File: src/rtl/basys3_io_pkg.sv
// Shared constants and types for the Basys3 pushbutton/switch input stage.
//   - default sizes and timing constants (100 MHz clock)
//   - repeat FSM state type
//   - bit positions inside step_pulse
//   - helper to size a down-to-zero timer
package basys3_io_pkg;

    localparam int unsigned WIDTH_DEFAULT           = 16;
    localparam int unsigned DEBOUNCE_CYCLES_DEFAULT = 1_000_000;   // 10 ms
    localparam int unsigned REPEAT_DELAY_DEFAULT    = 50_000_000;  // 0.5 s
    localparam int unsigned REPEAT_PERIOD_DEFAULT   = 10_000_000;  // 0.1 s

    typedef enum logic [1:0] {
        RptIdle,
        RptHeld,
        RptRepeat
    } rpt_state_e;

    // step_pulse = {load, clear, down, up}
    localparam int unsigned STEP_UP    = 0;
    localparam int unsigned STEP_DOWN  = 1;
    localparam int unsigned STEP_CLEAR = 2;
    localparam int unsigned STEP_LOAD  = 3;

    // Bits needed to hold 0..n-1, never less than one.
    function automatic int unsigned cnt_width(input int unsigned n);
        return (n > 1) ? $clog2(n) : 1;
    endfunction

endpackage

File: src/rtl/btn_debounce.sv
// Synchroniser, debouncer and press detector for one raw pushbutton.
//   clk    in  system clock
//   rst_n  in  asynchronous reset, active low
//   raw    in  pushbutton pin, asynchronous to clk, active high
//   level  out debounced level; changes only after DEBOUNCE_CYCLES stable cycles
//   press  out one-cycle pulse on the rising edge of level
module btn_debounce
    import basys3_io_pkg::*;
#(
    parameter int unsigned DEBOUNCE_CYCLES = DEBOUNCE_CYCLES_DEFAULT
) (
    input  logic clk,
    input  logic rst_n,
    input  logic raw,
    output logic level,
    output logic press
);

    localparam int unsigned     TW       = cnt_width(DEBOUNCE_CYCLES);
    localparam logic [TW-1:0]   TimerMax = TW'(DEBOUNCE_CYCLES - 1);

    logic          sync_q1, sync_q2;
    logic          level_q, level_d;
    logic          prev_q;
    logic [TW-1:0] timer_q, timer_d;

    always_ff @(posedge clk or negedge rst_n) begin
        if (!rst_n) begin
            sync_q1 <= 1'b0;
            sync_q2 <= 1'b0;
            level_q <= 1'b0;
            prev_q  <= 1'b0;
            timer_q <= '0;
        end else begin
            sync_q1 <= raw;
            sync_q2 <= sync_q1;
            level_q <= level_d;
            prev_q  <= level_q;
            timer_q <= timer_d;
        end
    end

    // Timer runs only while the synchronised input disagrees with the accepted
    // level; any agreeing cycle restarts the count, so glitches are dropped.
    always_comb begin
        timer_d = '0;
        level_d = level_q;
        if (sync_q2 != level_q) begin
            if (timer_q == TimerMax) begin
                level_d = ~level_q;
            end else begin
                timer_d = timer_q + TW'(1);
            end
        end
    end

    assign level = level_q;
    assign press = level_q & ~prev_q;

endmodule

File: src/rtl/basys3_button_counter.sv
// Pushbutton/switch input stage for the Basys3 LED demos.
// Debounces four buttons, auto-repeats up/down while held, and keeps a
// modulo-2^WIDTH counter that drives the LEDs.
//   clk         in  100 MHz system clock
//   rst_n       in  asynchronous reset, active low
//   btn_up      in  raw pushbutton, count +1 (repeats while held)
//   btn_down    in  raw pushbutton, count -1 (repeats while held)
//   btn_clear   in  raw pushbutton, count <= 0
//   btn_load    in  raw pushbutton, count <= sw
//   sw          in  slide switches (load value), synchronised only
//   count       out counter value
//   step_pulse  out {load, clear, down, up} one-cycle event pulses
module basys3_button_counter
    import basys3_io_pkg::*;
#(
    parameter int unsigned WIDTH           = WIDTH_DEFAULT,
    parameter int unsigned DEBOUNCE_CYCLES = DEBOUNCE_CYCLES_DEFAULT,
    parameter int unsigned REPEAT_DELAY    = REPEAT_DELAY_DEFAULT,
    parameter int unsigned REPEAT_PERIOD   = REPEAT_PERIOD_DEFAULT
) (
    input  logic             clk,
    input  logic             rst_n,
    input  logic             btn_up,
    input  logic             btn_down,
    input  logic             btn_clear,
    input  logic             btn_load,
    input  logic [WIDTH-1:0] sw,
    output logic [WIDTH-1:0] count,
    output logic [3:0]       step_pulse
);

    localparam int unsigned RptMax = (REPEAT_DELAY > REPEAT_PERIOD) ? REPEAT_DELAY
                                                                    : REPEAT_PERIOD;
    localparam int unsigned    RTW       = cnt_width(RptMax);
    localparam logic [RTW-1:0] DelayMax  = RTW'(REPEAT_DELAY - 1);
    localparam logic [RTW-1:0] PeriodMax = RTW'(REPEAT_PERIOD - 1);

    logic [3:0]       btn_raw;
    logic [3:0]       btn_level;
    logic [3:0]       btn_press;
    logic [1:0]       rpt_step;
    logic [WIDTH-1:0] sw_q1, sw_q2;
    logic [WIDTH-1:0] count_q, count_d;
    logic             unused_level;

    assign btn_raw = {btn_load, btn_clear, btn_down, btn_up};

    for (genvar i = 0; i < 4; i++) begin : g_btn
        btn_debounce #(
            .DEBOUNCE_CYCLES(DEBOUNCE_CYCLES)
        ) u_btn_debounce (
            .clk  (clk),
            .rst_n(rst_n),
            .raw  (btn_raw[i]),
            .level(btn_level[i]),
            .press(btn_press[i])
        );
    end

    // Clear and load act on the press only; their held level is not needed.
    assign unused_level = ^btn_level[3:2];

    always_ff @(posedge clk or negedge rst_n) begin
        if (!rst_n) begin
            sw_q1 <= '0;
            sw_q2 <= '0;
        end else begin
            sw_q1 <= sw;
            sw_q2 <= sw_q1;
        end
    end

    // Hold-to-repeat for up (index 0) and down (index 1).
    for (genvar i = 0; i < 2; i++) begin : g_rpt
        rpt_state_e     state_q, state_d;
        logic [RTW-1:0] timer_q, timer_d;
        logic           step;

        always_ff @(posedge clk or negedge rst_n) begin
            if (!rst_n) begin
                state_q <= RptIdle;
                timer_q <= '0;
            end else begin
                state_q <= state_d;
                timer_q <= timer_d;
            end
        end

        always_comb begin
            state_d = state_q;
            timer_d = '0;
            step    = 1'b0;
            unique case (state_q)
                RptIdle: begin
                    if (btn_press[i]) begin
                        step    = 1'b1;
                        state_d = RptHeld;
                    end
                end
                RptHeld: begin
                    if (!btn_level[i]) begin
                        state_d = RptIdle;
                    end else if (timer_q == DelayMax) begin
                        step    = 1'b1;
                        state_d = RptRepeat;
                    end else begin
                        timer_d = timer_q + RTW'(1);
                    end
                end
                RptRepeat: begin
                    if (!btn_level[i]) begin
                        state_d = RptIdle;
                    end else if (timer_q == PeriodMax) begin
                        step = 1'b1;
                    end else begin
                        timer_d = timer_q + RTW'(1);
                    end
                end
                default: state_d = RptIdle;
            endcase
        end

        assign rpt_step[i] = step;
    end

    assign step_pulse = {btn_press[STEP_LOAD], btn_press[STEP_CLEAR], rpt_step[1], rpt_step[0]};

    always_comb begin
        count_d = count_q;
        if (step_pulse[STEP_CLEAR]) begin
            count_d = '0;
        end else if (step_pulse[STEP_LOAD]) begin
            count_d = sw_q2;
        end else if (step_pulse[STEP_UP] && step_pulse[STEP_DOWN]) begin
            count_d = count_q;
        end else if (step_pulse[STEP_UP]) begin
            count_d = count_q + WIDTH'(1);
        end else if (step_pulse[STEP_DOWN]) begin
            count_d = count_q - WIDTH'(1);
        end
    end

    always_ff @(posedge clk or negedge rst_n) begin
        if (!rst_n) begin
            count_q <= '0;
        end else begin
            count_q <= count_d;
        end
    end

    assign count = count_q;

endmodule

File: config.mk
export PLATFORM = sky130hd
export DESIGN_NAME = basys3_button_counter
export DESIGN_NICKNAME = d
export VERILOG_FILES = /design/src/rtl/basys3_io_pkg.sv /design/src/rtl/btn_debounce.sv /design/src/rtl/basys3_button_counter.sv
export SDC_FILE = /design/constraint.sdc
export NUM_CORES = 1
export LEC_CHECK = 0
export CAP_MARGIN = 0
export CORE_ASPECT_RATIO = 1.1
export CORE_MARGIN = 2
export CORE_UTILIZATION = 47
export DETAILED_ROUTE_END_ITERATION = 8
export DONT_BUFFER_PORTS = 1
export PLACE_DENSITY_LB_ADDON = 0.15
export SYNTH_ARGS = -nofsm -noshare
export SYNTH_HDL_FRONTEND = slang
export SYNTH_SLANG_ARGS = --single-unit
File: constraint.sdc
create_clock -name clk -period 4.4 [get_ports clk]
set_clock_uncertainty 0.15 [all_clocks]
set_input_delay 0.88 -clock clk [delete_from_list [all_inputs] [get_ports clk]]
set_output_delay 0.88 -clock clk [all_outputs]
set_load 0.03 [all_outputs]
# Word level (Yosys, flattened, before mapping)

Cells that the tools add are included.

Add/subtract/negate cells: 8
Eq/ne operators: 23
Mux-type cells: 45
Bitwise gates (word level): 12
Reduce and logical (&&, ||, !) cells: 11

Operators with widths:

| operator                | number |
|---|---|
| $mux W26                | 8 |
| $mux W20                | 8 |
| $pmux W26 S2            | 2 |
| $add A20 B1 Y20 const B | 4 |
| $eq A20 B20 Y1 const B  | 4 |
| $mux W16                | 5 |
| $add A26 B1 Y26 const B | 2 |
| $eq A26 B24 Y1 const B  | 2 |
| $eq A26 B26 Y1 const B  | 2 |
| $add A16 B1 Y16 const B | 1 |
| $mux W2                 | 8 |
| $sub A16 B1 Y16 const B | 1 |
| $pmux W2 S3             | 2 |
| $mux W1                 | 10 |
| $reduce_and A2 Y1       | 5 |
| $not A1 Y1              | 8 |
| $ne A3 B3 Y1 const B    | 2 |
| $pmux W1 S3             | 2 |
| $reduce_and A3 Y1       | 2 |
| $and A1 B1 Y1           | 4 |
| $eq A2 B1 Y1 const B    | 2 |
| $eq A2 B2 Y1 const B    | 2 |
| $logic_not A2 Y1        | 2 |
| $ne A1 B1 Y1            | 4 |
| 5 further kinds         | 7 |

Register bits: 200
Input port bits: 22
Output and inout port bits: 20
Word-level logic and storage cells: 126

# Logic depth before layout (Yosys ltp)

Word-level depth: 9
Mapped depth: 15
Depth with buffers taken out: 15

# Hierarchy

A second synthesis with hierarchy kept.

Cell total of the unflattened synthesis: 954
Area, all modules: 9902.0 µm²

By module, submodules not included:

| module                | instances | cells an instance | area each (µm²) | sequential area each (µm²) |
|---|---|---|---|---|
| basys3_button_counter | 1         | 522               | 5317.6          | 2602.5 |
| btn_debounce          | 4         | 108               | 1146.1          | 600.6 |

# Worst setup path before layout

OpenSTA, ideal clock, no wires.

Kind: reg-to-reg
Start point: register g_rpt[0].timer_q[0]
End point: register count_q[15] (netlist: count[15])
Library setup time: 135 ps
Arrival: 3986 ps
Required time: 4115 ps
Path slack: 129 ps
Stages on the path, launching flop included: 15
Path buffers: 0
Period minus slack after synthesis: 4271 ps
Path through: dfrtp_1 > ha_1 > nor4bb_1 > nand4_1 > nor4_2 > a311oi_2 > ha_1 > o21a_1 > o211a_1 > o221ai_1 > or4b_1 > a31oi_1 > mux2i_1 > xnor2_1 > a21oi_1

Word-level cells in the longest chain between the ends: 8
Elaborated cells between the ends (all ways): 15
Those cells by class: eq/ne (3); mux (9); reduce/logical (3)

Ends and longest elaborated chain:

| item                                                    | line                                                       | text |
|---|---|---|
| start, declared                                         | basys3_button_counter.sv:76                                | `logic [RTW-1:0] timer_q, timer_d;` |
| start signal, assigned                                  | basys3_button_counter.sv:85                                | `timer_q <= timer_d;` |
| $eq A26 B24 Y1 / $eq A26 B26 Y1 (equally long branches) | basys3_button_counter.sv:113, basys3_button_counter.sv:103 |  |
| $mux W1, on equally long branches                       | basys3_button_counter.sv:113, basys3_button_counter.sv:103 |  |
| $mux W1, on equally long branches                       | basys3_button_counter.sv:111, basys3_button_counter.sv:101 |  |
| $pmux W1 S3 *                                           | basys3_button_counter.sv:93                                | `unique case (state_q)` |
| $mux W16                                                | basys3_button_counter.sv:136                               | `end else if (step_pulse[STEP_UP]) begin` |
| $mux W16                                                | basys3_button_counter.sv:134                               | `end else if (step_pulse[STEP_UP] && step_pulse[STEP_DOWN]) begin` |
| $mux W16                                                | basys3_button_counter.sv:132                               | `end else if (step_pulse[STEP_LOAD]) begin` |
| $mux W16                                                | basys3_button_counter.sv:130                               | `if (step_pulse[STEP_CLEAR]) begin` |
| end signal, assigned                                    | basys3_button_counter.sv:147                               | `count_q <= count_d;` |
| end, declared                                           | basys3_button_counter.sv:43                                | `logic [WIDTH-1:0] count_q, count_d;` |

Every way passes the cells marked *; elsewhere a longest branch is shown, timed or not. The select of a mux whose other input is x is not followed.
A chain may end at the register's enable or synchronous reset.

# Worst setup path in the final report

Start point: register g_rpt[0].timer_q[17]
End point: register count_q[15] (netlist: count[15])

The elaborated chain is that of the path after synthesis.

==> metrics.txt <==
# TYPE chip_impl_metric gauge
chip_impl_metric{name="sequential_share_of_power",unit=""} 0.523
chip_impl_metric{name="grt_max_degree",unit=""} 201
chip_impl_info{name="cp_cell_sequence",value="nand2_1, or4_1, nor4_4, a311oi_4, ha_1, or3_4, or2_0, o221ai_1, or4b_1, a31oi_1, mux2i_1, xnor2_1, a21oi_1"} 1
chip_impl_metric{name="vias_in_the_first_global_route",unit=""} 6357
chip_impl_info{name="post-synth-top-area-cell",value="sky130_fd_sc_hd__dfrtp_1"} 1
chip_impl_metric{name="synth_enable_flop_cells",unit=""} 0
chip_impl_info{name="grt_setup_unrepaired",value="no"} 1
chip_impl_metric{name="clock_latency",unit="ps"} 440
chip_impl_info{name="setup.worst_path.end",value="count[15]"} 1
chip_impl_metric{name="worst_slew_margin_rel",unit=""} 0.317
chip_impl_metric{name="cts.htree.levels",unit=""} 4
chip_impl_metric{name="pwr-share-clk",unit=""} 0.469
chip_impl_metric{name="final-hold-violation-count",unit=""} 2
chip_impl_info{name="post_synth_main_area_contributors",value="sky130_fd_sc_hd__dfrtp_1, sky130_fd_sc_hd__xor2_1, sky130_fd_sc_hd__nor2_1"} 1
chip_impl_metric{name="register_area",unit="µm²"} 5000
chip_impl_info{name="ctsRootBufferMaster",value="sky130_fd_sc_hd__clkbuf_16"} 1
chip_impl_metric{name="synth.ff_latch_count",unit=""} 200
chip_impl_metric{name="pin_count",unit=""} 42
chip_impl_metric{name="routed-via-count",unit=""} 6306
chip_impl_metric{name="timing.final.crit_period",unit="ps"} 4170
chip_impl_metric{name="area_growth_syn_to_layout",unit="%"} 9.93
chip_impl_metric{name="floorplan.initialDensity",unit=""} 0.480
chip_impl_metric{name="tightestPinTransition",unit="ps"} 1020
chip_impl_metric{name="p_per_area",unit="nW/µm²"} 343
chip_impl_metric{name="syn_nets",unit=""} 984
chip_impl_info{name="postSynth.topFlopCell",value="sky130_fd_sc_hd__dfrtp_1"} 1
chip_impl_metric{name="postRouteAntennaNets",unit=""} 0
chip_impl_metric{name="synthDistinctLibCells",unit=""} 58
chip_impl_metric{name="die_w",unit="µm"} 140
chip_impl_info{name="timing.critical_path.slowest_stage_cell",value="sky130_fd_sc_hd__or4_1"} 1
chip_impl_metric{name="final_net_count",unit=""} 987
chip_impl_metric{name="gpl.final_weighted_congestion",unit=""} 0.767
chip_impl_info{name="critical-path-top-delay-family",value="simple AND/OR/NAND/NOR gates"} 1
chip_impl_metric{name="synth_area_per_cell",unit="µm²"} 10.2
chip_impl_metric{name="setup_violations",unit=""} 0
chip_impl_metric{name="cts_max_path_buffers",unit=""} 2
chip_impl_metric{name="cp.required",unit="ps"} 4560
chip_impl_metric{name="min_setup_slack_post_route",unit="ps"} 231
chip_impl_metric{name="post_dp_cell_area",unit="µm²"} 9770
chip_impl_metric{name="core",unit="µm²"} 19900
chip_impl_metric{name="final_design_area_no_fill",unit="µm²"} 10500
chip_impl_metric{name="cts_made_buffers",unit=""} 17
chip_impl_metric{name="netSwitchingPower",unit="mW"} 0.749
chip_impl_metric{name="drt_drc_violations_left",unit=""} 0
chip_impl_metric{name="regToRegSetupSlack",unit="ps"} 230
chip_impl_info{name="outcome",value="finished with violations"} 1
chip_impl_metric{name="clk_pin_slew",unit="ps"} 70
chip_impl_metric{name="layout-drive-gt1-share",unit=""} 0.0665
chip_impl_metric{name="grt_pass1_wl",unit="µm"} 30200
chip_impl_metric{name="post-place-cells",unit=""} 1165
chip_impl_metric{name="wl_per_cell",unit="µm"} 14.4
chip_impl_metric{name="die-height",unit="µm"} 153
chip_impl_info{name="rr_startpoint",value="g_rpt[0].timer_q[17]"} 1
chip_impl_metric{name="yosysWarnings",unit=""} 0
chip_impl_metric{name="arrival",unit="ps"} 4330
chip_impl_metric{name="timing_max_transition_violations_final",unit=""} 0
chip_impl_metric{name="instance_count_of_the_mapped_netlist",unit=""} 932
chip_impl_metric{name="gr_usage_total",unit=""} 0.170
chip_impl_info{name="cp-start-kind",value="register"} 1
chip_impl_info{name="violations",value="negative hold slack"} 1
chip_impl_metric{name="max_freq",unit="MHz"} 240
chip_impl_metric{name="cp.buffers_inverters",unit=""} 0
chip_impl_metric{name="utilization",unit=""} 0.527
chip_impl_metric{name="netlist.area_leader.share",unit=""} 0.525
chip_impl_metric{name="comb_power_share",unit=""} 0.008
chip_impl_metric{name="num_antenna_cells",unit=""} 0
chip_impl_info{name="crit_type",value="reg -> reg"} 1
chip_impl_metric{name="final_wl",unit="µm"} 17300
chip_impl_info{name="critPathCaptureType",value="register"} 1
chip_impl_metric{name="n_fill_cell",unit=""} 1829
chip_impl_metric{name="static-leakage-power",unit="nW"} 4.52
chip_impl_metric{name="multi_input_comb_area",unit="µm²"} 4350
chip_impl_metric{name="crit_cells",unit=""} 13
chip_impl_metric{name="drtPass1Iterations",unit=""} 5
chip_impl_metric{name="pre_cts_ws",unit="ps"} -121
chip_impl_metric{name="gr-total-overflow",unit=""} 0
chip_impl_metric{name="netSwitchingFraction",unit=""} 0.209
chip_impl_metric{name="finish.cell_count_without_fillers",unit=""} 1200
chip_impl_metric{name="hold-worst-slack",unit="ps"} -5.74
chip_impl_metric{name="synth_sequential_area_ratio",unit=""} 0.525
chip_impl_info{name="cts_tree",value="yes"} 1
chip_impl_info{name="yosys-top-cells-count",value="sky130_fd_sc_hd__dfrtp_1, sky130_fd_sc_hd__nor2_1, sky130_fd_sc_hd__xor2_1"} 1
chip_impl_info{name="hold_class",value="in -> async"} 1
chip_impl_metric{name="initial_drc_count",unit=""} 340
chip_impl_metric{name="worst_path_largest_cell_delay",unit="ps"} 560
chip_impl_metric{name="detail_route.vias_per_cell",unit=""} 5.26
chip_impl_metric{name="clock-sinks",unit=""} 200
chip_impl_metric{name="cap_viol_max_count",unit=""} 0
chip_impl_metric{name="asyncSetResetFlopFracSynth",unit=""} 1.00
chip_impl_metric{name="path_max_fanout",unit=""} 7
chip_impl_metric{name="hpwl",unit="µm"} 11000
chip_impl_metric{name="grt_antenna_before_repair",unit=""} 0
chip_impl_info{name="synthMostInstantiatedCell",value="sky130_fd_sc_hd__dfrtp_1"} 1
chip_impl_metric{name="p_int",unit="mW"} 2.84
chip_impl_metric{name="reg2reg_depth",unit=""} 13
chip_impl_metric{name="fp-row-count",unit=""} 54
chip_impl_metric{name="port-buffer-count",unit=""} 0
chip_impl_metric{name="die_area",unit="µm²"} 21400
chip_impl_metric{name="finalCritPeriodShare",unit=""} 0.947
chip_impl_metric{name="power.ir.vdd_worst",unit="mV"} 0.221
chip_impl_info{name="critical_path.reg2reg.endpoint",value="count[15]"} 1
chip_impl_info{name="start_point_of_the_critical_path",value="g_rpt[0].timer_q[17]"} 1
chip_impl_metric{name="post_synth_instance_area",unit="µm²"} 9530
==> metrics by stage <==
step	TNS [ps]	total power, mW
floorplan	0	1.94
global placement	-54.4	1.94
detailed placement	-121	1.94
CTS	0	3.64
global route	0	3.72
finish	0	3.59
==> layout make-up <==
type | instances | share of cell area
Sequential cell | 200 | 0.478
Multi-Input combinational cell | 682 | 0.415
Clock buffer | 17 | 0.0406
Tap cell | 252 | 0.0301
Clock inverter | 15 | 0.0205
Inverter | 24 | 0.00860
Timing Repair Buffer | 10 | 0.00717
==> per-layer routing <==
| metal | track usage | routed length [µm] | vias to the layer above |
|---|---|---|---|
| met5 | 0 | 0 | - |
| met4 | 0.0543 | 235 | 0 |
| met3 | 0.0367 | 536 | 15 |
| met1 | 0.232 | 8610 | 3029 |
| li1 | - | - | 3181 |
| met2 | 0.271 | 7960 | 81 |
==> cells by family (layout without fill, tap and decap cells) <==
| family | after synthesis | in the layout | synth area share |
|---|---|---|---|
| compound gates | 101 | 102 | 0.0638 |
| xor+xnor | 128 | 128 | 0.118 |
| fa+ha+maj | 30 | 30 | 0.0402 |
| buf+inv | 51 | 66 | 0.0235 |
| flops | 200 | 200 | 0.525 |
| mux | 11 | 11 | 0.0120 |
| simple gates | 411 | 411 | 0.217 |
==> repair_timing <==
item,in CTS,in global routing
gates cloned,0,1
hold endpoints to repair,200,196
gates resized for setup,1,4
endpoints found under the setup margin,1,1
pin swaps,0,2
setup buffers,0,2
==> power groups by stage <==
stage                     Combinational (mW)  Sequential [mW]  Clock (mW)
after floorplan                       0.0259             1.91           0
after global placement                0.0301             1.91           0
after detailed placement              0.0300             1.91           0
after CTS                             0.0302             1.88        1.73
after global routing                  0.0347             1.88        1.81
final                                 0.0295             1.88        1.68
==> state kept, by name, summed over array words and instances (netlist names) <==
name	cells
count	16
g_btn.u_btn_debounce.level	4
g_btn.u_btn_debounce.prev_q	4
g_btn.u_btn_debounce.sync_q1	4
g_btn.u_btn_debounce.sync_q2	4
g_btn.u_btn_debounce.timer_q	80
g_rpt.state_q	4
g_rpt.timer_q	52
sw_q1	16
sw_q2	16
==> layout by cell type, fill, tap and decap left out, drive strengths merged, types with 4 or more instances in the layout <==
cell / count
or3: 11
and2: 7
nor3: 10
xnor2: 53
o21ai: 44
xor2: 75
nor4b: 7
dfrtp: 200
nand2: 56
or2: 5
nor4: 8
ha: 29
clkinv: 4
nand2b: 6
clkbuf: 17
a21o: 4
and4: 13
nor2: 161
bufinv: 4
mux2i: 8
and3: 24
nor2b: 7
nand3: 57
inv: 29
buf: 10
nand4: 22
a21oi: 33
nand3b: 4
o21a: 5
==> worst min-delay path by stage <==
stage,startpoint,to,slack (ps),cells past startpoint
3_3_place_gp,g_btn[1].u_btn_debounce.sync_q1,g_btn[1].u_btn_debounce.sync_q2,180,0
3_5_place_dp,g_btn[2].u_btn_debounce.sync_q1,g_btn[2].u_btn_debounce.sync_q2,180,0
6_report,rst_n,g_btn[1].u_btn_debounce.timer_q[2],-6,0
4_1_cts,rst_n,g_btn[3].u_btn_debounce.timer_q[1],-30,0
2_1_floorplan,g_btn[0].u_btn_debounce.sync_q1,g_btn[0].u_btn_debounce.sync_q2,180,0
5_1_grt,rst_n,g_btn[1].u_btn_debounce.timer_q[9],-30,0
Note: power is estimated with default switching activity, not from simulation.
